[config.mk]
export PLATFORM = sky130hd
export DESIGN_NAME = clock_period_meter
export DESIGN_NICKNAME = d
export VERILOG_FILES = /design/src/rtl/clock_period_meter_pkg.sv /design/src/rtl/clock_period_meter_sync_edge_detect.sv /design/src/rtl/clock_period_meter.sv
export SDC_FILE = /design/constraint.sdc
export NUM_CORES = 1
export LEC_CHECK = 0
export ABC_CLOCK_PERIOD_IN_PS = 2300
export CORE_ASPECT_RATIO = 1.4
export CORE_MARGIN = 2
export CORE_UTILIZATION = 35
export CTS_CLUSTER_DIAMETER = 50
export CTS_CLUSTER_SIZE = 28
export DETAILED_ROUTE_END_ITERATION = 8
export HOLD_SLACK_MARGIN = 0.1
export SLEW_MARGIN = 20
export SYNTH_ARGS = -nofsm -noshare
export SYNTH_HDL_FRONTEND = slang
export SYNTH_SLANG_ARGS = --single-unit
[constraint.sdc]
create_clock -name Clk -period 2.3 [get_ports Clk]
set_input_delay 0.345 -clock Clk [delete_from_list [all_inputs] [get_ports Clk]]
set_output_delay 0.345 -clock Clk [all_outputs]
set_load 0.005 [all_outputs]
[src/rtl/clock_period_meter_pkg.sv]
// Shared definitions for the clock period meter.
//   - default counter width and stall timeout
//   - FSM state encoding used by clock_period_meter
package clk_meter_pkg;

  // Default result width; must hold TIMEOUT_DEFAULT without wrapping.
  localparam int CNT_W_DEFAULT   = 27;
  // Clk cycles with no accepted rising edge before the input counts as stalled
  // (2 s at 50 MHz).
  localparam int TIMEOUT_DEFAULT = 100_000_000;

  localparam logic [1:0] ST_IDLE = 2'd0;
  localparam logic [1:0] ST_ARM  = 2'd1;
  localparam logic [1:0] ST_MEAS = 2'd2;

  typedef enum logic [1:0] {
    IDLE = ST_IDLE,
    ARM  = ST_ARM,
    MEAS = ST_MEAS
  } state_t;

endpackage

[src/rtl/clock_period_meter_sync_edge_detect.sv]
// Synchronizer and edge detector for the slow clock under measurement.
// Ports:
//   Clk     in  system clock
//   nReset  in  asynchronous active-low reset, clears every flop
//   Clk_in  in  asynchronous input
//   level   out synchronized level of Clk_in
//   rise    out one-cycle strobe, synchronized level went 0 -> 1
//   fall    out one-cycle strobe, synchronized level went 1 -> 0
module sync_edge_detect #(
  parameter int SYNC_STAGES = 2
) (
  input  logic Clk,
  input  logic nReset,
  input  logic Clk_in,
  output logic level,
  output logic rise,
  output logic fall
);

  logic [SYNC_STAGES-1:0] sync_q;
  logic                   prev;

  always_ff @(posedge Clk or negedge nReset) begin
    if (!nReset) begin
      sync_q <= '0;
      prev   <= 1'b0;
    end else begin
      sync_q <= {sync_q[SYNC_STAGES-2:0], Clk_in};
      prev   <= sync_q[SYNC_STAGES-1];
    end
  end

  assign level = sync_q[SYNC_STAGES-1];
  assign rise  = level & ~prev;
  assign fall  = ~level & prev;

endmodule

[src/rtl/clock_period_meter.sv]
// Measures a slow external clock in units of the system clock.
// Ports:
//   Clk        in  system clock, all logic on the rising edge
//   nReset     in  asynchronous active-low reset
//   Clk_in     in  asynchronous slow clock under measurement
//   Enable     in  1 = measure, 0 = idle (results hold)
//   Period     out Clk cycles between the last two accepted rising edges
//   High_time  out Clk cycles Clk_in was high within that period
//   Valid      out one-cycle strobe: Period/High_time were updated this cycle
//   Stalled    out level: no rising edge within TIMEOUT_CYCLES
// Valid is a plain strobe with no ready: the consumer samples Period and
// High_time in the cycle Valid is high; the values then hold until the next
// strobe, a reset, or forever if the input stops.
module clock_period_meter
  import clk_meter_pkg::*;
#(
  parameter int CNT_W          = CNT_W_DEFAULT,
  parameter int TIMEOUT_CYCLES = TIMEOUT_DEFAULT,
  parameter int SYNC_STAGES    = 2
) (
  input  logic             Clk,
  input  logic             nReset,
  input  logic             Clk_in,
  input  logic             Enable,
  output logic [CNT_W-1:0] Period,
  output logic [CNT_W-1:0] High_time,
  output logic             Valid,
  output logic             Stalled
);

  localparam logic [CNT_W-1:0] TERM = CNT_W'(TIMEOUT_CYCLES - 1);
  localparam logic [CNT_W-1:0] ONE  = CNT_W'(1);

  logic             level;
  logic             rise;
  logic             fall;
  logic             unused_level;
  state_t           state;
  logic [CNT_W-1:0] counter;
  logic [CNT_W-1:0] hi_lat;

  sync_edge_detect #(
    .SYNC_STAGES(SYNC_STAGES)
  ) u_sync (
    .Clk   (Clk),
    .nReset(nReset),
    .Clk_in(Clk_in),
    .level (level),
    .rise  (rise),
    .fall  (fall)
  );

  // Only the edge strobes drive the measurement.
  assign unused_level = level;

  // The counter runs in ARM as well as MEAS so that a missing first edge
  // also raises Stalled. It is cleared on every accepted rise and at the
  // terminal count, so it never wraps.
  always_ff @(posedge Clk or negedge nReset) begin
    if (!nReset) begin
      state     <= IDLE;
      counter   <= '0;
      hi_lat    <= '0;
      Period    <= '0;
      High_time <= '0;
      Valid     <= 1'b0;
      Stalled   <= 1'b0;
    end else begin
      Valid <= 1'b0;
      if (!Enable) begin
        // Disable beats any simultaneous edge; results hold.
        state   <= IDLE;
        counter <= '0;
        Stalled <= 1'b0;
      end else begin
        case (state)
          IDLE: begin
            counter <= '0;
            state   <= ARM;
          end
          ARM: begin
            // The first rise only marks the start of a full period.
            if (rise) begin
              state   <= MEAS;
              counter <= '0;
            end else if (counter == TERM) begin
              Stalled <= 1'b1;
              counter <= '0;
            end else begin
              counter <= counter + ONE;
            end
          end
          MEAS: begin
            // A rise on the terminal count is still a valid period.
            if (rise) begin
              Period    <= counter + ONE;
              High_time <= hi_lat;
              Valid     <= 1'b1;
              Stalled   <= 1'b0;
              counter   <= '0;
            end else if (counter == TERM) begin
              Stalled <= 1'b1;
              counter <= '0;
              state   <= ARM;
            end else begin
              counter <= counter + ONE;
              if (fall) begin
                hi_lat <= counter + ONE;
              end
            end
          end
          default: begin
            state   <= IDLE;
            counter <= '0;
          end
        endcase
      end
    end
  end

endmodule

==> metrics <==
outcome finished, final reports clean; WL per Instance 13.57 µm; EDFF count, synth 0; Area contributors post-synth dfrtp_1, nand2_1, o21ai_0; Inserted Diodes 0; Iter 0 DRT Violations 189; PwrDens 846.3 mW/mm²; mapped cell area 0.004831 mm²; ANT nets after route 0; clock-pin slew on the worst setup and hold paths 0.05 ns; Worst Path Required 2.58 ns; postcts setup bufs 0; GRT Util Overall 14.79%; CP cell instances nor4b_2, nand4_2, nor3_2, or4_1, buf_4, nor2_1; root buf cell clkbuf_16; switching share of total power 22.76%; proportion of synthesized area in mux cells 0.4403%; sequential fraction of the synthesis area 59.57%; post-route cell area 0.006222 mm²; Worst Tran Pin Value 0.5559 ns; Sum Neg Setup Slack 0 ns; ratio of cells with drive above 1 in the final layout 13.52%; Reg2Reg Depth 6; Avg Cell Area, Syn 10.48 µm²; Tcrit/Tclk final 89.49%; clock period minus worst slack 2.058 ns; Max rail drop VDD 0.0004793 V; critical path fanouts, max 27; Die Wd 103.3 µm; CP startpoint counter[10]; DP Area 0.005590 mm²; logic gate share of total power 7.8%; simple-gate share of the synthesized area 24.35%; LEAKAGE 2.780 nW; Compound-Gate Fraction of Synth Area 6.708%; leading area contributor after synthesis dfrtp_1; Clk pwr share 51.6%; GRT overflow 0; Net Switching 0.001198 W; first-pass GRT wire length 16,840 µm; vias per cell 4.645; Pre-antenna DRT Iters 4; largest net degree at the start of global routing 70; H-tree depth 4; Post-Synth Adder-Cell Area 1.036%; main combinational cell family by area after synthesis simple AND/OR/NAND/NOR gates; Cells after DPL 690; crit path max-delay cell type dfrtp_1; final WL 9798 µm; vias in the first global route 3,519; Ys Warns 0; class of the worst hold path in2async; total die area 0.01477 mm²; predominant post-synthesis flop cell dfrtp_1; RR Endpoint counter[26]; kind of critical path reg2reg; Total Power 0.005266 W; fin nets 536; part of the power in registers 40.7%; worst path arrival time 2.34 ns; most frequent cells after synthesis nand2_1, dfrtp_1, o21ai_0, xor2_1, nor2_1; Yosys cell types 49; Worst Path Buf+Inv 1; HPWL after DPL 6778 µm; worst skew pair latency 0.42 ns; die height 143.0 µm; Starting Density 35.92%; CP Capture Type flip-flop; Post-Synthesis Net Count 469; Fin. Hold Viols 0; CTS Buf Count 17; via count 3,354; largest stage delay on the critical path 0.45 ns; Async SR Flop Fraction 100.0%; I/O Pins 60; core area 0.01345 mm²; Yosys reg bits 115; delay-heaviest family, CP simple AND/OR/NAND/NOR gates; non-filler instance count after layout 722; r2r setup slk 0.24 ns; # fillers 1,277; crit start category flip-flop; Internal 0.004068 W; # port buffers 59; CTS tree yes; Cells after Synth 461; cell with the most instances after synthesis nand2_1; final setup vio count 0; post-synthesis xor/xnor area fraction 4.533%; Rows 50; Yosys top cell area share 59.57%; Slew Viols, Final 0; RD Place Congestion 0.7774; deepest clock path buffer count 2; initial antenna violation count 0; r2r startpoint counter[10]; Max Cap Viol 0; Finished Core Util 46.26%; Post-CTS Resized 0; DR DRC count 0; Area Growth Syn to Fin 28.80%; RSZ-0062 raised after global routing no; fmax 485.9 MHz; clk sinks 115; slew margin rel. 62.67%; worst clock skew 0.008201 ns
-- worst reg2reg max path, stage by stage (launching register included) --
cell     delay [ns]
dfrtp_1        0.45
nor4b_2        0.33
nand4_2        0.21
nor3_2         0.26
or4_1          0.14
buf_4          0.42
nor2_1         0.11
-- layout by cell type, fill, tap and decap left out, types with 8 or more instances in the layout --
cell and count:
xor2_1 17, xnor2_1 8, dfrtp_1 115, clkdlybuf4s50_1 58, o21ai_1 11, buf_4 8
nand3_1 9, nand2_1 150, nor2_4 10, o21ai_0 46, clkbuf_16 17, nor2_1 13
-- worst max path at each step --
stage | endpoint | slack, ns | cells after the start
final | counter[26] | 0.24 | 6
after global routing | counter[20] | 0.09 | 6
after CTS | counter[7] | 0.23 | 6
after detailed placement | counter[26] | 0.22 | 6
after global placement | hi_lat[12] | 0.25 | 7
after floorplan | counter[12] | 0.41 | 8
-- power groups by stage --
stage | sequential (W) | clock (W) | combinational (W)
2_1_floorplan | 0.00217 | 0 | 0.000297
3_3_place_gp | 0.00217 | 0 | 0.000396
3_5_place_dp | 0.00218 | 0 | 0.000413
4_1_cts | 0.00214 | 0.00276 | 0.000417
5_1_grt | 0.00215 | 0.00286 | 0.000455
6_report | 0.00214 | 0.00272 | 0.000409
-- sequential cells by signal, indices dropped and copies added, names as in the netlist --
| name | flops |
|---|---|
| counter | 27 |
| state | 2 |
| High_time | 27 |
| Stalled | 1 |
| Valid | 1 |
| hi_lat | 27 |
| u_sync.prev | 1 |
| u_sync.sync_q | 2 |
| Period | 27 |
-- layout make-up --
class	count	area (µm²)	area share, %
Tap cell	182	227.7	3.660
Timing Repair Buffer	68	670.6	10.78
Inverter	7	26.28	0.4223
Clock buffer	23	498.0	8.003
Sequential cell	115	2878	46.25
Clock inverter	8	123.9	1.991
Multi-Input combinational cell	319	1798	28.90
-- per-layer routing --
metal	vias to the layer above	global-route usage [%]	part of all wire [%]
met5	-	0	0
met4	0	6.233	2.4
met3	18	4.944	3.7
met2	53	24.47	51
met1	1638	17.39	43
li1	1645	-	-
-- cells by family after synthesis --
kind of cell,after synthesis
DFF,115
xor gates and xnor gates,25
muxes,2
adders and majority gates,4
and+or+nand+nor,226
AOI/OAI and AO/OA,62
buffers and inverters,27
-- timing repair --
action | in CTS | in global routing
setup endpoints to repair | 0 | 0
hold endpoints to repair | 17 | 0
hold buffers | 1 | 0
-- metrics by stage --
step / setup WS (ns) / hold slack (ns)
after floorplan: 0.4127 / 0.04941
after global placement: 0.2498 / 0.2334
after detailed placement: 0.2205 / 0.2429
after CTS: 0.2295 / 0.3470
after global routing: 0.09342 / 0.3585
final: 0.2418 / 0.3458
(Power assumes the default switching activity.)
